### src/rtl/mc_main_ctrl_v2_pkg.sv
// Shared encodings for the multicycle MIPS main controller: state enum,
// opcode/funct values and the datapath mux select codes.
package mc_ctrl_pkg;

  typedef enum logic [4:0] {
    S_FETCH    = 5'd0,
    S_DECODE   = 5'd1,
    S_EXEC     = 5'd2,
    S_ALUWB    = 5'd3,
    S_ADDIEX   = 5'd4,
    S_ORIEX    = 5'd5,
    S_SLTIEX   = 5'd6,
    S_IMMWB    = 5'd7,
    S_BRANCH   = 5'd8,
    S_JUMP     = 5'd9,
    S_JAL      = 5'd10,
    S_MEMADR   = 5'd11,
    S_MEMREAD  = 5'd12,
    S_MEMWRITE = 5'd13,
    S_MEMWB    = 5'd14,
    S_MULEX    = 5'd15,
    S_TRAP     = 5'd16
  } state_e;

  localparam logic [5:0] OP_RTYPE = 6'h00;
  localparam logic [5:0] OP_ADDI  = 6'h08;
  localparam logic [5:0] OP_ADDIU = 6'h09;
  localparam logic [5:0] OP_ORI   = 6'h0d;
  localparam logic [5:0] OP_SLTI  = 6'h0a;
  localparam logic [5:0] OP_BEQ   = 6'h04;
  localparam logic [5:0] OP_J     = 6'h02;
  localparam logic [5:0] OP_JAL   = 6'h03;
  localparam logic [5:0] OP_LW    = 6'h23;
  localparam logic [5:0] OP_SW    = 6'h2b;
  localparam logic [5:0] OP_MUL   = 6'h1c;
  localparam logic [5:0] FN_JR    = 6'h08;

  localparam logic [2:0] ALUOP_ADD   = 3'b000;
  localparam logic [2:0] ALUOP_SUB   = 3'b001;
  localparam logic [2:0] ALUOP_FUNCT = 3'b010;
  localparam logic [2:0] ALUOP_OR    = 3'b011;
  localparam logic [2:0] ALUOP_SLT   = 3'b100;
  localparam logic [2:0] ALUOP_MUL   = 3'b101;

  localparam logic [1:0] SRCB_B     = 2'b00;
  localparam logic [1:0] SRCB_FOUR  = 2'b01;
  localparam logic [1:0] SRCB_IMM   = 2'b10;
  localparam logic [1:0] SRCB_SHIMM = 2'b11;

  localparam logic [1:0] PCSRC_ALU    = 2'b00;
  localparam logic [1:0] PCSRC_ALUOUT = 2'b01;
  localparam logic [1:0] PCSRC_JUMP   = 2'b10;
  localparam logic [1:0] PCSRC_REGA   = 2'b11;

  localparam logic [1:0] M2R_ALUOUT = 2'b00;
  localparam logic [1:0] M2R_MDR    = 2'b01;
  localparam logic [1:0] M2R_PC     = 2'b10;

  localparam logic [1:0] RDST_RT  = 2'b00;
  localparam logic [1:0] RDST_RD  = 2'b01;
  localparam logic [1:0] RDST_R31 = 2'b10;

endpackage

### src/rtl/mc_main_ctrl_v2_if.sv
// Controller <-> instruction register / datapath bundle. The controller
// side is the master; the datapath side is the slave.
interface mc_main_ctrl_v2_if #(
  parameter int OP_W    = 6,
  parameter int ALUOP_W = 3
);
  logic [OP_W-1:0]    opcode;
  logic [OP_W-1:0]    funct;
  logic               mem_ready;
  logic               mem_req;
  logic               iord;
  logic               mem_write;
  logic               ir_write;
  logic               pc_write;
  logic               branch;
  logic               reg_write;
  logic               alu_src_a;
  logic [1:0]         alu_src_b;
  logic [ALUOP_W-1:0] alu_op;
  logic [1:0]         pc_src;
  logic [1:0]         mem_to_reg;
  logic [1:0]         reg_dst;
  logic               ori;
  logic               mul_start;
  logic               trap;
  logic [4:0]         state_o;

  modport master (
    input  opcode, funct, mem_ready,
    output mem_req, iord, mem_write, ir_write, pc_write, branch, reg_write,
           alu_src_a, alu_src_b, alu_op, pc_src, mem_to_reg, reg_dst, ori,
           mul_start, trap, state_o
  );

  modport slave (
    output opcode, funct, mem_ready,
    input  mem_req, iord, mem_write, ir_write, pc_write, branch, reg_write,
           alu_src_a, alu_src_b, alu_op, pc_src, mem_to_reg, reg_dst, ori,
           mul_start, trap, state_o
  );
endinterface

### src/rtl/mc_main_ctrl_v2_lat_counter.sv
// Loadable down-counter with zero flag; saturates at zero instead of
// wrapping so a stray decrement can never restart a latency window.
module mc_lat_counter #(
  parameter int WIDTH = 3
) (
  input  logic             clk,
  input  logic             rst_n,
  input  logic             load,
  input  logic [WIDTH-1:0] load_val,
  input  logic             dec,
  output logic [WIDTH-1:0] cnt,
  output logic             zero
);

  logic [WIDTH-1:0] cnt_q;
  logic [WIDTH-1:0] cnt_d;

  always_comb begin
    cnt_d = cnt_q;
    if (load) begin
      cnt_d = load_val;
    end else if (dec && (cnt_q != '0)) begin
      cnt_d = cnt_q - WIDTH'(1);
    end
  end

  always_ff @(posedge clk or negedge rst_n) begin
    if (!rst_n) begin
      cnt_q <= '0;
    end else begin
      cnt_q <= cnt_d;
    end
  end

  assign cnt  = cnt_q;
  assign zero = (cnt_q == '0);

endmodule

### src/rtl/mc_main_ctrl_v2.sv
// Multicycle MIPS main controller with memory wait handshake, multi-cycle
// multiply and illegal-opcode trap. Outputs decode combinationally from state.
//   FETCH/DECODE      | instruction fetch (waits on mem_ready) / opcode dispatch
//   EXEC/ALUWB        | R-type execute (jr exits here) / rd writeback
//   ADDIEX/ORIEX/SLTIEX/IMMWB | immediate execute / rt writeback
//   BRANCH/JUMP/JAL   | beq compare, jump, jump-and-link to r31
//   MEMADR/MEMREAD/MEMWRITE/MEMWB | address calc, load/store wait, load writeback
//   MULEX/TRAP        | MUL_LAT-cycle multiply / illegal opcode
module mc_main_ctrl_v2
  import mc_ctrl_pkg::*;
#(
  parameter int OP_W      = 6,
  parameter int ALUOP_W   = 3,
  parameter int MUL_LAT   = 4,
  parameter bit TRAP_HALT = 1'b0
) (
  input  logic                clk,
  input  logic                rst_n,
  mc_main_ctrl_v2_if.master   bus
);

  localparam int CNT_W = $clog2(MUL_LAT) + 1;
  localparam logic [CNT_W-1:0] MUL_LOAD = CNT_W'(MUL_LAT - 1);

  state_e state_q;
  state_e state_d;

  logic             cnt_load;
  logic             cnt_dec;
  logic [CNT_W-1:0] cnt_val;
  logic             cnt_zero;

  logic               mem_req_c;
  logic               iord_c;
  logic               mem_write_c;
  logic               ir_write_c;
  logic               pc_write_c;
  logic               branch_c;
  logic               reg_write_c;
  logic               alu_src_a_c;
  logic [1:0]         alu_src_b_c;
  logic [ALUOP_W-1:0] alu_op_c;
  logic [1:0]         pc_src_c;
  logic [1:0]         mem_to_reg_c;
  logic [1:0]         reg_dst_c;
  logic               ori_c;
  logic               mul_start_c;
  logic               trap_c;

  assign cnt_load = (state_q == S_DECODE) && (bus.opcode == OP_W'(OP_MUL));
  assign cnt_dec  = (state_q == S_MULEX);

  mc_lat_counter #(.WIDTH(CNT_W)) u_mul_cnt (
    .clk      (clk),
    .rst_n    (rst_n),
    .load     (cnt_load),
    .load_val (MUL_LOAD),
    .dec      (cnt_dec),
    .cnt      (cnt_val),
    .zero     (cnt_zero)
  );

  always_comb begin
    state_d = state_q;
    case (state_q)
      S_FETCH:    if (bus.mem_ready) state_d = S_DECODE;
      S_DECODE: begin
        case (bus.opcode)
          OP_W'(OP_RTYPE):                 state_d = S_EXEC;
          OP_W'(OP_ADDI), OP_W'(OP_ADDIU): state_d = S_ADDIEX;
          OP_W'(OP_ORI):                   state_d = S_ORIEX;
          OP_W'(OP_SLTI):                  state_d = S_SLTIEX;
          OP_W'(OP_BEQ):                   state_d = S_BRANCH;
          OP_W'(OP_J):                     state_d = S_JUMP;
          OP_W'(OP_JAL):                   state_d = S_JAL;
          OP_W'(OP_LW), OP_W'(OP_SW):      state_d = S_MEMADR;
          OP_W'(OP_MUL):                   state_d = S_MULEX;
          default:                         state_d = S_TRAP;
        endcase
      end
      S_EXEC:     state_d = (bus.funct == OP_W'(FN_JR)) ? S_FETCH : S_ALUWB;
      S_ALUWB:    state_d = S_FETCH;
      S_ADDIEX,
      S_ORIEX,
      S_SLTIEX:   state_d = S_IMMWB;
      S_IMMWB:    state_d = S_FETCH;
      S_BRANCH:   state_d = S_FETCH;
      S_JUMP:     state_d = S_FETCH;
      S_JAL:      state_d = S_FETCH;
      S_MEMADR:   state_d = (bus.opcode == OP_W'(OP_SW)) ? S_MEMWRITE : S_MEMREAD;
      S_MEMREAD:  if (bus.mem_ready) state_d = S_MEMWB;
      S_MEMWRITE: if (bus.mem_ready) state_d = S_FETCH;
      S_MEMWB:    state_d = S_FETCH;
      S_MULEX:    if (cnt_zero) state_d = S_ALUWB;
      S_TRAP:     state_d = TRAP_HALT ? S_TRAP : S_FETCH;
      default:    state_d = S_FETCH;
    endcase
  end

  always_ff @(posedge clk or negedge rst_n) begin
    if (!rst_n) begin
      state_q <= S_FETCH;
    end else begin
      state_q <= state_d;
    end
  end

  always_comb begin
    mem_req_c    = 1'b0;
    iord_c       = 1'b0;
    mem_write_c  = 1'b0;
    ir_write_c   = 1'b0;
    pc_write_c   = 1'b0;
    branch_c     = 1'b0;
    reg_write_c  = 1'b0;
    alu_src_a_c  = 1'b0;
    alu_src_b_c  = SRCB_B;
    alu_op_c     = ALUOP_W'(ALUOP_ADD);
    pc_src_c     = PCSRC_ALU;
    mem_to_reg_c = M2R_ALUOUT;
    reg_dst_c    = RDST_RT;
    ori_c        = 1'b0;
    mul_start_c  = 1'b0;
    trap_c       = 1'b0;
    case (state_q)
      S_FETCH: begin
        mem_req_c   = 1'b1;
        alu_src_b_c = SRCB_FOUR;
        pc_write_c  = bus.mem_ready;
        ir_write_c  = bus.mem_ready;
      end
      S_DECODE:   alu_src_b_c = SRCB_SHIMM;
      S_EXEC: begin
        alu_src_a_c = 1'b1;
        alu_op_c    = ALUOP_W'(ALUOP_FUNCT);
        if (bus.funct == OP_W'(FN_JR)) begin
          pc_src_c   = PCSRC_REGA;
          pc_write_c = 1'b1;
        end
      end
      S_ALUWB: begin
        reg_write_c = 1'b1;
        reg_dst_c   = RDST_RD;
      end
      S_ADDIEX: begin
        alu_src_a_c = 1'b1;
        alu_src_b_c = SRCB_IMM;
      end
      S_ORIEX: begin
        alu_src_a_c = 1'b1;
        alu_src_b_c = SRCB_IMM;
        alu_op_c    = ALUOP_W'(ALUOP_OR);
        ori_c       = 1'b1;
      end
      S_SLTIEX: begin
        alu_src_a_c = 1'b1;
        alu_src_b_c = SRCB_IMM;
        alu_op_c    = ALUOP_W'(ALUOP_SLT);
      end
      S_IMMWB:    reg_write_c = 1'b1;
      S_BRANCH: begin
        alu_src_a_c = 1'b1;
        alu_op_c    = ALUOP_W'(ALUOP_SUB);
        pc_src_c    = PCSRC_ALUOUT;
        branch_c    = 1'b1;
      end
      S_JUMP: begin
        pc_src_c   = PCSRC_JUMP;
        pc_write_c = 1'b1;
      end
      S_JAL: begin
        pc_src_c     = PCSRC_JUMP;
        pc_write_c   = 1'b1;
        reg_write_c  = 1'b1;
        reg_dst_c    = RDST_R31;
        mem_to_reg_c = M2R_PC;
      end
      S_MEMADR: begin
        alu_src_a_c = 1'b1;
        alu_src_b_c = SRCB_IMM;
      end
      S_MEMREAD: begin
        mem_req_c = 1'b1;
        iord_c    = 1'b1;
      end
      S_MEMWRITE: begin
        mem_req_c   = 1'b1;
        iord_c      = 1'b1;
        mem_write_c = 1'b1;
      end
      S_MEMWB: begin
        reg_write_c  = 1'b1;
        mem_to_reg_c = M2R_MDR;
      end
      S_MULEX: begin
        alu_src_a_c = 1'b1;
        alu_op_c    = ALUOP_W'(ALUOP_MUL);
        // counter only holds MUL_LOAD on the first MULEX cycle
        mul_start_c = (cnt_val == MUL_LOAD);
      end
      S_TRAP:     trap_c = 1'b1;
      default: ;
    endcase
  end

  assign bus.mem_req    = mem_req_c   & rst_n;
  assign bus.mem_write  = mem_write_c & rst_n;
  assign bus.ir_write   = ir_write_c  & rst_n;
  assign bus.pc_write   = pc_write_c  & rst_n;
  assign bus.reg_write  = reg_write_c & rst_n;
  assign bus.mul_start  = mul_start_c & rst_n;
  assign bus.iord       = iord_c;
  assign bus.branch     = branch_c;
  assign bus.alu_src_a  = alu_src_a_c;
  assign bus.alu_src_b  = alu_src_b_c;
  assign bus.alu_op     = alu_op_c;
  assign bus.pc_src     = pc_src_c;
  assign bus.mem_to_reg = mem_to_reg_c;
  assign bus.reg_dst    = reg_dst_c;
  assign bus.ori        = ori_c;
  assign bus.trap       = trap_c;
  assign bus.state_o    = state_q;

endmodule

### src/flat_wrapper.sv
// flat-port wrapper written by rule: the top's interface ports become plain ports
module mc_main_ctrl_v2_flat import mc_ctrl_pkg::*;
#(
  parameter int OP_W      = 6,
  parameter int ALUOP_W   = 3,
  parameter int MUL_LAT   = 4,
  parameter bit TRAP_HALT = 1'b0
)
  (clk, rst_n, bus_opcode, bus_funct, bus_mem_ready, bus_mem_req, bus_iord, bus_mem_write, bus_ir_write, bus_pc_write, bus_branch, bus_reg_write, bus_alu_src_a, bus_alu_src_b, bus_alu_op, bus_pc_src, bus_mem_to_reg, bus_reg_dst, bus_ori, bus_mul_start, bus_trap, bus_state_o);
  mc_main_ctrl_v2_if #(.OP_W(OP_W), .ALUOP_W(ALUOP_W)) bus_i ();
  input  logic clk;
  input  logic rst_n;
  input wire logic [$bits(bus_i.opcode)-1:0] bus_opcode;
  input wire logic [$bits(bus_i.funct)-1:0] bus_funct;
  input wire logic [$bits(bus_i.mem_ready)-1:0] bus_mem_ready;
  output wire logic [$bits(bus_i.mem_req)-1:0] bus_mem_req;
  output wire logic [$bits(bus_i.iord)-1:0] bus_iord;
  output wire logic [$bits(bus_i.mem_write)-1:0] bus_mem_write;
  output wire logic [$bits(bus_i.ir_write)-1:0] bus_ir_write;
  output wire logic [$bits(bus_i.pc_write)-1:0] bus_pc_write;
  output wire logic [$bits(bus_i.branch)-1:0] bus_branch;
  output wire logic [$bits(bus_i.reg_write)-1:0] bus_reg_write;
  output wire logic [$bits(bus_i.alu_src_a)-1:0] bus_alu_src_a;
  output wire logic [$bits(bus_i.alu_src_b)-1:0] bus_alu_src_b;
  output wire logic [$bits(bus_i.alu_op)-1:0] bus_alu_op;
  output wire logic [$bits(bus_i.pc_src)-1:0] bus_pc_src;
  output wire logic [$bits(bus_i.mem_to_reg)-1:0] bus_mem_to_reg;
  output wire logic [$bits(bus_i.reg_dst)-1:0] bus_reg_dst;
  output wire logic [$bits(bus_i.ori)-1:0] bus_ori;
  output wire logic [$bits(bus_i.mul_start)-1:0] bus_mul_start;
  output wire logic [$bits(bus_i.trap)-1:0] bus_trap;
  output wire logic [$bits(bus_i.state_o)-1:0] bus_state_o;
  assign bus_i.opcode = bus_opcode;
  assign bus_i.funct = bus_funct;
  assign bus_i.mem_ready = bus_mem_ready;
  assign bus_mem_req = bus_i.mem_req;
  assign bus_iord = bus_i.iord;
  assign bus_mem_write = bus_i.mem_write;
  assign bus_ir_write = bus_i.ir_write;
  assign bus_pc_write = bus_i.pc_write;
  assign bus_branch = bus_i.branch;
  assign bus_reg_write = bus_i.reg_write;
  assign bus_alu_src_a = bus_i.alu_src_a;
  assign bus_alu_src_b = bus_i.alu_src_b;
  assign bus_alu_op = bus_i.alu_op;
  assign bus_pc_src = bus_i.pc_src;
  assign bus_mem_to_reg = bus_i.mem_to_reg;
  assign bus_reg_dst = bus_i.reg_dst;
  assign bus_ori = bus_i.ori;
  assign bus_mul_start = bus_i.mul_start;
  assign bus_trap = bus_i.trap;
  assign bus_state_o = bus_i.state_o;
  mc_main_ctrl_v2 #(.OP_W(OP_W), .ALUOP_W(ALUOP_W), .MUL_LAT(MUL_LAT), .TRAP_HALT(TRAP_HALT)) u_core (.clk(clk), .rst_n(rst_n), .bus(bus_i));
endmodule
### config.mk
export PLATFORM = sky130hd
export DESIGN_NAME = mc_main_ctrl_v2_flat
export DESIGN_NICKNAME = d
export VERILOG_FILES = /design/src/rtl/mc_main_ctrl_v2_pkg.sv /design/src/rtl/mc_main_ctrl_v2_if.sv /design/src/rtl/mc_main_ctrl_v2_lat_counter.sv /design/src/rtl/mc_main_ctrl_v2.sv /design/src/flat_wrapper.sv
export SDC_FILE = /design/constraint.sdc
export NUM_CORES = 1
export LEC_CHECK = 0
export ABC_AREA = 1
export BUFFER_PORTS_ARGS = -buffer_cell sky130_fd_sc_hd__buf_2
export CAP_MARGIN = 20
export CORE_MARGIN = 2
export CORE_UTILIZATION = 43
export DETAILED_ROUTE_END_ITERATION = 8
export PLACE_DENSITY = 0.75
export REMOVE_ABC_BUFFERS = 1
export SKIP_CTS_REPAIR_TIMING = 1
export SYNTH_ARGS = -nofsm -noshare
export SYNTH_HDL_FRONTEND = slang
export SYNTH_HIERARCHICAL = 1
export SYNTH_SLANG_ARGS = --single-unit
### constraint.sdc
create_clock -name clk -period 1.45 [get_ports clk]
set_input_delay 0.2175 -clock clk [delete_from_list [all_inputs] [get_ports clk]]
set_output_delay 0.2175 -clock clk [all_outputs]
set_load 0.1 [all_outputs]
==> flow_summary_export.csv, run 1 <==
group,metric,value,unit
placed_design,dp_worst_setup_slack,-0.266,ns
synthesis,post-synth-top-area-cell,"dfrtp_1",
synthesis,synth_enable_flop_cells,0,
status,last-stage-reached,"global routing (5_1_grt)",
synthesis,netlist_instances,181,
status,run_status,"stopped before the end",
synthesis,mean_syn_cell_area,5.39,um2
timing,grt_repair_worst_endpoint,"bus_pc_write",
synthesis,synthFlopType,"dfrtp_1",
synthesis,yosys_register_bits,8,
timing,timing.worst_endpoint.kind,"primary output",
synthesis,yosysTopAreaCellShare,20.5,%
placed_design,place_congestion,0.973,
placed_design,placement.cell_area,1860,um2
status,first-error,"[ERROR DPL-0038] Utilization greater than 100%, impossible to legalize",
die,die_h,51.6,um
cts,cts_buffers,3,
die,initial_core_utilization,44.9,%
synthesis,synthDistinctLibCells,21,
cts,cts_root_buf,"clkbuf_4",
synthesis,synth.yosys.seq_area_share,20.5,%
synthesis,asyncSetResetFlopFracSynth,100,%
synthesis,synthTopCellsByCount,"nand2_1 (47), nor2_1 (34), inv_1 (31)",
synthesis,yosys_warnings,6,
cts,clkSinkCount,8,
grt,grt_max_degree,8,
cts,clock_tree.htree_level_count,1,
cts,cts_max_path_buffers,2,
placed_design,half_perimeter_wire_length_after_placement,3480,um
synthesis,yosysMostFrequentCell,"nand2_1",
synthesis,syn-cell-area,975,um2
die,die_width,51.6,um
synthesis,netlist_top_cells_area,"dfrtp_1 (21%), nand2_1 (18%), nor2_1 (13%)",
die,row_count,17,
placed_design,buffer_ports.inserted,41,
die,boundaryPins,42,
-- kinds of logic after synthesis --
kind of cell | after synthesis | share of synthesized area [%]
AO/OA/AOI/OAI | 12 | 6.68
adder cells (fa/ha/maj) | 2 | 2.57
buffers and inverters | 37 | 14.2
flip-flops | 8 | 20.5
other | 2 | 0.771
AND/OR/NAND/NOR | 120 | 55.2
-- per-stage QoR --
stage | utilization, % | cells
detailed placement | 85.9 | 287
CTS | 87.0 | 290
floorplan | - | 182
global placement | 85.9 | 287
==> run 2, diff against run 1 <==
--- a/config.mk
+++ b/config.mk
@@ -8,10 +8,10 @@
 export ABC_AREA = 1
 export BUFFER_PORTS_ARGS = -buffer_cell sky130_fd_sc_hd__buf_2
 export CAP_MARGIN = 20
-export CORE_MARGIN = 2
-export CORE_UTILIZATION = 43
+export CORE_AREA = 2 2 63 65
 export DETAILED_ROUTE_END_ITERATION = 8
-export PLACE_DENSITY = 0.75
+export DIE_AREA = 0 0 65 67
+export PLACE_DENSITY_LB_ADDON = 0.15
 export REMOVE_ABC_BUFFERS = 1
 export SKIP_CTS_REPAIR_TIMING = 1
 export SYNTH_ARGS = -nofsm -noshare
==> constraint.sdc (replaced) <==
create_clock -name clk -period 1.9 [get_ports clk]
set_input_delay 0.285 -clock clk [delete_from_list [all_inputs] [get_ports clk]]
set_output_delay 0.285 -clock clk [all_outputs]
set_load 0.1 [all_outputs]
==> run 2 against run 1 <==
Net effect: the flow now finishes, with violations (negative hold slack); area after synthesis unchanged; synthesized cell count unchanged.
==> flow_summary_export.csv, run 2 <==
group,metric,value,unit
timing,slew_headroom,65.7,%
cts,cts_max_path_buffers,2,
cts,cts_buffers,3,
die,row_count,22,
placed_design,placement.cell_area,1600,um2
timing,finalCriticalPeriod,1.87,ns
status,failed_checks,"negative hold slack",
placed_design,place_congestion,0.875,
detailed_routing,detailroute.wirelength.met2,1530,um
status,run_status,"finished with violations",
die,floorplan.die_area,4360,um2
placed_design,dp_worst_setup_slack,0.0659,ns
synthesis,mean_syn_cell_area,5.39,um2
synthesis,synth.yosys.seq_area_share,20.5,%
synthesis,yosysMostFrequentCell,"nand2_1",
detailed_routing,detail_route.vias_per_cell,4.42,
timing,fmax,535,MHz
cts,cts_root_buf,"clkbuf_8",
placed_design,buffer_ports.inserted,41,
timing,grt_setup_unrepaired,"yes",
detailed_routing,m1WireLength,1470,um
finish,final_design_area_no_fill,1840,um2
detailed_routing,detailroute.via_count,1286,
timing,timing_worst_slew_pin_value,0.518,ns
synthesis,post-synth-top-area-cell,"dfrtp_1",
timing,minimum_hold_slack,-0.00614,ns
synthesis,yosys_register_bits,8,
detailed_routing,drt-total-wl,3200,um
synthesis,netlist_top_cells_area,"dfrtp_1 (21%), nand2_1 (18%), nor2_1 (13%)",
critical_path,critical_path_arrival,1.59,ns
die,initial_core_utilization,27.0,%
detailed_routing,wl_met3,151,um
die,boundaryPins,42,
min_path,min_path_type,"in2async",
flow_run,cap_viol_max_count,0,
finish,n_fill_cell,359,
synthesis,yosysTopAreaCellShare,20.5,%
die,die_width,65,um
finish,area_growth,88.4,%
finish,drive_gt1_share,40.7,%
cts,clock_tree.htree_level_count,1,
detailed_routing,post-route-drc-count,0,
detailed_routing,first_iter_violations,34,
placed_design,half_perimeter_wire_length_after_placement,2640,um
synthesis,yosys_warnings,6,
finish,final_cells,291,
timing,fin_ws,0.0293,ns
synthesis,netlist_instances,181,
power,power-per-cell-area,1830,nW/um2
finish,largest_reg_flops,5,
detailed_routing,wl_per_cell,11.0,um
power,p_leak,1.02,nW
synthesis,synthDistinctLibCells,21,
finish,finalNetCount,262,
critical_path,crit_fanout,5,
synthesis,synth_enable_flop_cells,0,
grt,grt_max_degree,10,
timing,final_clock_period_utilization_by_the_worst_path,98.5,%
die,placeableCoreArea,3610,um2
detailed_routing,initial_drt_pass_iterations,6,
cts,clk_transition_reported_paths,0.04,ns
grt,groute.usage.overall,15.8,%
cts,cts_tree,"built",
die,die_h,67,um
critical_path,cp-start-kind,"flop",
detailed_routing,route.antenna.remaining_nets,0,
placed_design,place_inst,278,
synthesis,syn-cell-area,975,um2
synthesis,synthFlopType,"dfrtp_1",
timing,setup_viol,0,
critical_path,setup.worst_path.class,"reg2out",
timing,clock-skew-final,0.00240,ns
grt,first_global_vias,1172,
timing,finalHoldViolCount,8,
grt,grt_first_pass_wirelength,5220,um
critical_path,cp_data_required_time,1.62,ns
synthesis,asyncSetResetFlopFracSynth,100,%
cts,clk-insertion-delay-late,0.22,ns
timing,drv_slew,0,
cts,clkSinkCount,8,
grt,antenna_violations_before_repair,0,
power,post_route_total_power,3.36,mW
detailed_routing,routed.top_layer,"met4",
synthesis,synthTopCellsByCount,"nand2_1 (47), nor2_1 (34), inv_1 (31)",
power,peakVddDrop,1.02,mV
finish,antenna-diode-count,0,
finish,mostFrequentLayoutCell,"nand2_1",
finish,commonest_non_fill_non_tap_cells_in_the_layout,"nand2_1 (43), nor2_1 (29), inv_1 (26)",
grt,global_route.overflow_total,0,
critical_path,critPathCaptureType,"output port",
==> run 2: final timing paths <==
path,from,endpoint,slack (ns),cells past startpoint
max,u_core/bus.state_o[0]$_DFFE_PN0P_,bus_pc_write,0.03,10
min,rst_n,u_core/u_mul_cnt/cnt[2]$_DFFE_PN0P_,-0.006,2
max reg2reg,u_core/bus.state_o[1]$_DFFE_PN0P_,u_core/u_mul_cnt/cnt[1]$_DFFE_PN0P_,0.24,9
min reg2reg,u_core/u_mul_cnt/cnt[2]$_DFFE_PN0P_,u_core/u_mul_cnt/cnt[2]$_DFFE_PN0P_,0.56,2
max in group asynchronous,rst_n,u_core/bus.state_o[2]$_DFFE_PN0P_,1.76,2
min in group clk,bus_mem_ready,u_core/bus.state_o[0]$_DFFE_PN0P_,0.41,4
==> run 2: layout make-up <==
cell class	count	area [um2]	share of cell area [%]
inverters	37	144	7.83
well taps	48	60.1	3.27
clock buffers	3	41.3	2.25
flip-flops and latches	8	205	11.2
multi-input cells	137	733	39.9
repair buffers	58	653	35.6
==> run 2: per-stage QoR <==
stage                     TNS [ns]  utilization (%)
after floorplan             -36.29                -
after detailed placement         0             44.3
after global placement           0             44.3
final                            0             50.9
after global routing        -0.226             50.9
after CTS                   -0.744             45.4
==> run 2: metal layers <==
metal | vias to the layer above | global-route usage, %
met5 | - | 0
met4 | 0 | 4.79
met3 | 4 | 3.89
met2 | 31 | 26.2
met1 | 561 | 20.1
li1 | 690 | -
==> run 2: critical path, cell delays in order (launching register included) <==
cell and delay (ns):
dfrtp_1 0.41, inv_2 0.14, nand3_4 0.11, nor2_4 0.12
inv_2 0.04, nor2_1 0.09, inv_1 0.06, nand2_2 0.09
o21ai_2 0.06, inv_2 0.06, buf_12 0.16
==> run 2: logic make-up (layout without fill, tap and decap cells) <==
logic type	after synthesis	after routing	share of synthesized area, %
simple gates	120	120	55.2
flops	8	8	20.5
fa+ha+maj	2	2	2.57
buf+inv	37	98	14.2
other cells	2	3	0.771
compound gates	12	12	6.68
==> run 2: where the power goes <==
part | internal (mW) | switching, mW
clock | 0.137 | 0.0603
sequential | 0.239 | 0.0895
combinational | 0.919 | 1.91
Note: power is estimated with default switching activity, not from simulation.
==> run 3, diff against run 2 <==
--- a/config.mk
+++ b/config.mk
@@ -5,12 +5,11 @@
 export SDC_FILE = /design/constraint.sdc
 export NUM_CORES = 1
 export LEC_CHECK = 0
-export ABC_AREA = 1
 export BUFFER_PORTS_ARGS = -buffer_cell sky130_fd_sc_hd__buf_2
 export CAP_MARGIN = 20
-export CORE_AREA = 2 2 63 65
+export CORE_MARGIN = 2
+export CORE_UTILIZATION = 30
 export DETAILED_ROUTE_END_ITERATION = 8
-export DIE_AREA = 0 0 65 67
 export PLACE_DENSITY_LB_ADDON = 0.15
 export REMOVE_ABC_BUFFERS = 1
 export SKIP_CTS_REPAIR_TIMING = 1
==> run 3 against run 2 <==
Net effect: the run ends with negative setup slack left; synthesized cell count is 7.7% lower; critical path type is now in2out; sequential cell count stayed put; highest routed layer unchanged; register-to-register slack worse by 0.19 ns; critical endpoint unchanged; count of clock-buffer cells in the layout stayed put.
==> flow_summary_export.csv, run 3 <==
group,metric,value,unit
critical_path,cp_data_required_time,1.62,ns
min_path,worstHoldStart,"bus_mem_ready",
finish,largest_reg_flops,5,
synthesis,synthFlopType,"dfrtp_1",
power,post_route_total_power,2.75,mW
detailed_routing,wl_per_cell,13.1,um
cts,clkSinkCount,8,
synthesis,synthDistinctLibCells,55,
critical_path,cp_num_buf_inv,2,
power,p_int,1.16,mW
cts,clk-insertion-delay-late,0.23,ns
detailed_routing,detailroute.via_count,1457,
flow_run,cap_viol_max_count,0,
timing,minimum_hold_slack,0.513,ns
timing,drv_slew,0,
cts,cts_buffers,3,
synthesis,netlist_top_cells_area,"dfrtp_1 (16%), nor2_1 (6.7%), nand2_1 (5.5%)",
synthesis,asyncSetResetFlopFracSynth,100,%
timing,finalHoldViolCount,0,
critical_path,crit_path_slowest_cell,"or4b_4",
critical_path,critical_path_arrival,1.72,ns
synthesis,synth.yosys.seq_area_share,16.3,%
critical_path,slowest_delay,0.53,ns
die,row_count,23,
timing,clock-skew-final,0.00400,ns
synthesis,synthTopCellsByCount,"nor2_1 (22), nand2_1 (18), nor3_1 (9)",
detailed_routing,route.antenna.remaining_nets,0,
power,sequential_cell_fraction_of_total_power,11.3,%
grt,grt_max_degree,15,
critical_path,cp-start-kind,"input port",
grt,global_route.overflow_total,0,
timing,grt_setup_unrepaired,"yes",
critical_path,crit_cells,7,
synthesis,syn-cell-area,1230,um2
power,peakVddDrop,1.15,mV
critical_path,reg_to_reg_end,"u_core/bus.state_o[0]$_DFFE_PN0P_",
placed_design,half_perimeter_wire_length_after_placement,2820,um
grt,grt_first_pass_wirelength,5800,um
die,placeableCoreArea,3970,um2
min_path,min_to,"u_core/bus.state_o[2]$_DFFE_PN0P_",
synthesis,netlist_instances,167,
die,die_h,68.1,um
min_path,min_path_type,"in2reg",
synthesis,yosysMostFrequentCell,"nor2_1",
finish,antenna-diode-count,0,
synthesis,yosys_warnings,6,
finish,commonest_non_fill_non_tap_cells_in_the_layout,"buf_4 (28), buf_12 (23), buf_2 (18)",
grt,groute.usage.overall,15.9,%
detailed_routing,post-route-drc-count,0,
status,failed_checks,"negative setup slack",
synthesis,yosys_register_bits,8,
status,run_status,"finished with violations",
die,die_width,68.1,um
timing,final_clock_period_utilization_by_the_worst_path,106,%
synthesis,yosysTopAreaCellShare,16.3,%
detailed_routing,drt-total-wl,3710,um
finish,finalNetCount,252,
power,power.share.clock,7.3,%
cts,clock_tree.htree_level_count,1,
die,boundaryPins,42,
die,initial_core_utilization,31.0,%
finish,area_growth,73.8,%
cts,cts_max_path_buffers,2,
synthesis,mean_syn_cell_area,7.37,um2
power,p_leak,0.938,nW
critical_path,timing.reg2reg.worst_path_depth,7,
detailed_routing,initial_drt_pass_iterations,4,
timing,setup_viol,7,
placed_design,place_congestion,0.806,
placed_design,dp_worst_setup_slack,-0.138,ns
synthesis,post-synth-top-area-cell,"dfrtp_1",
min_path,timing.hold.worst_path_depth,5,
timing,fmax,498,MHz
cts,cts_root_buf,"clkbuf_8",
grt,antenna_violations_before_repair,0,
critical_path,crit_fanout,2,
synthesis,synth_enable_flop_cells,0,
detailed_routing,detail_route.vias_per_cell,5.15,
critical_path,critPathCaptureType,"output port",
placed_design,buffer_ports.inserted,41,
critical_path,setup.worst_path.class,"in2out",
power,sw_frac_of_total,57.8,%
finish,drive_gt1_share,48.9,%
critical_path,rr_startpoint,"u_core/bus.state_o[1]$_DFFE_PN0P_",
power,power-per-cell-area,1290,nW/um2
critical_path,critical-path-top-delay-family,"simple AND/OR/NAND/NOR gates",
finish,n_fill_cell,377,
timing,finalCriticalPeriod,2.01,ns
finish,mostFrequentLayoutCell,"buf_4",
critical_path,crit_chain,"buf_6 > or4b_4 > nor3_4 > a22oi_2 > nor3_2 > o21a_1 > buf_12",
grt,first_global_vias,1288,
detailed_routing,first_iter_violations,64,
power,comb_power_share,81.4,%
die,floorplan.die_area,4630,um2
power,power_switching,1.59,mW
cts,cts_tree,"built",
critical_path,reg2reg_slack,0.05,ns
timing,fin_ws,-0.107,ns
cts,clk_transition_reported_paths,0.04,ns
==> run 3: cell count changes after synthesis, sizes merged, moves of 7 or more <==
cell / before / now
and3: 0 / 7
clkbuf: 0 / 9
inv: 37 / 8
nand2: 48 / 18
nand2b: 0 / 9
nand3: 23 / 1
nor2: 37 / 22
==> run 3: final cells by class <==
| cell class | instances | area [um2] | share of cell area [%] |
|---|---|---|---|
| clock buffers | 3 | 41.3 | 1.93 |
| well taps | 50 | 62.6 | 2.92 |
| inverters | 8 | 30.0 | 1.40 |
| repair buffers | 73 | 792 | 37.0 |
| flip-flops and latches | 8 | 205 | 9.59 |
| multi-input cells | 141 | 1010 | 47.1 |
==> run 3: routing by layer <==
layer | up-vias | share of wire, % | track usage (%) | wire, um
met5 | - | 0 | 0 | 0
met4 | 0 | 0.84 | 2.25 | 31
met3 | 4 | 5.0 | 1.97 | 184
met2 | 45 | 48 | 26.5 | 1780
met1 | 667 | 46 | 22.3 | 1710
li1 | 741 | - | - | -
==> run 3: worst max-delay path by stage <==
stage,from,slack [ns],end
6_report,bus_funct[2],-0.11,bus_pc_write
5_1_grt,bus_funct[2],-0.17,bus_pc_write
4_1_cts,u_core/bus.state_o[3]$_DFFE_PN0P_,-0.20,bus_alu_op[0]
3_5_place_dp,bus_funct[2],-0.14,bus_pc_write
3_3_place_gp,bus_funct[2],-0.13,bus_pc_write
2_1_floorplan,u_core/bus.state_o[1]$_DFFE_PN0P_,-2.27,bus_pc_write
==> run 3: kinds of logic (layout without fill, tap and decap cells) <==
kind of cell               Yosys count  in the layout  share of synthesized area [%]
AOI/OAI and AO/OA                   44             44                           27.5
xor gates and xnor gates             2              2                           1.42
adders and majority gates            2              2                           2.03
buffers and inverters               19             84                           10.4
DFF                                  8              8                           16.3
other                                2              3                          0.610
and+or+nand+nor                     90             90                           41.8
==> run 3: worst min-delay path: cells and delay by family <==
family,cells,cell delay [ns]
AO/OA/AOI/OAI,3,0.23
AND/OR/NAND/NOR,1,0.08
buffers and inverters,1,0.10
==> run 3: power by group through the flow <==
stage / registers (mW) / clock network, mW / logic [mW]
final: 0.312 / 0.200 / 2.24
after floorplan: 0.567 / 0 / 1.07
after global routing: 0.321 / 0.218 / 2.36
after global placement: 0.321 / 0 / 2.09
after detailed placement: 0.320 / 0 / 2.09
after CTS: 0.317 / 0.206 / 2.10
==> run 3: through the flow <==
stage	TNS [ns]	cells	area, um2	util, %
global placement	-0.250	272	1930	48.6
detailed placement	-0.283	272	1930	48.6
floorplan	-35.36	157	1140	-
CTS	-1.55	275	1970	49.6
finish	-0.389	283	2140	53.9
global route	-0.886	283	2140	53.9
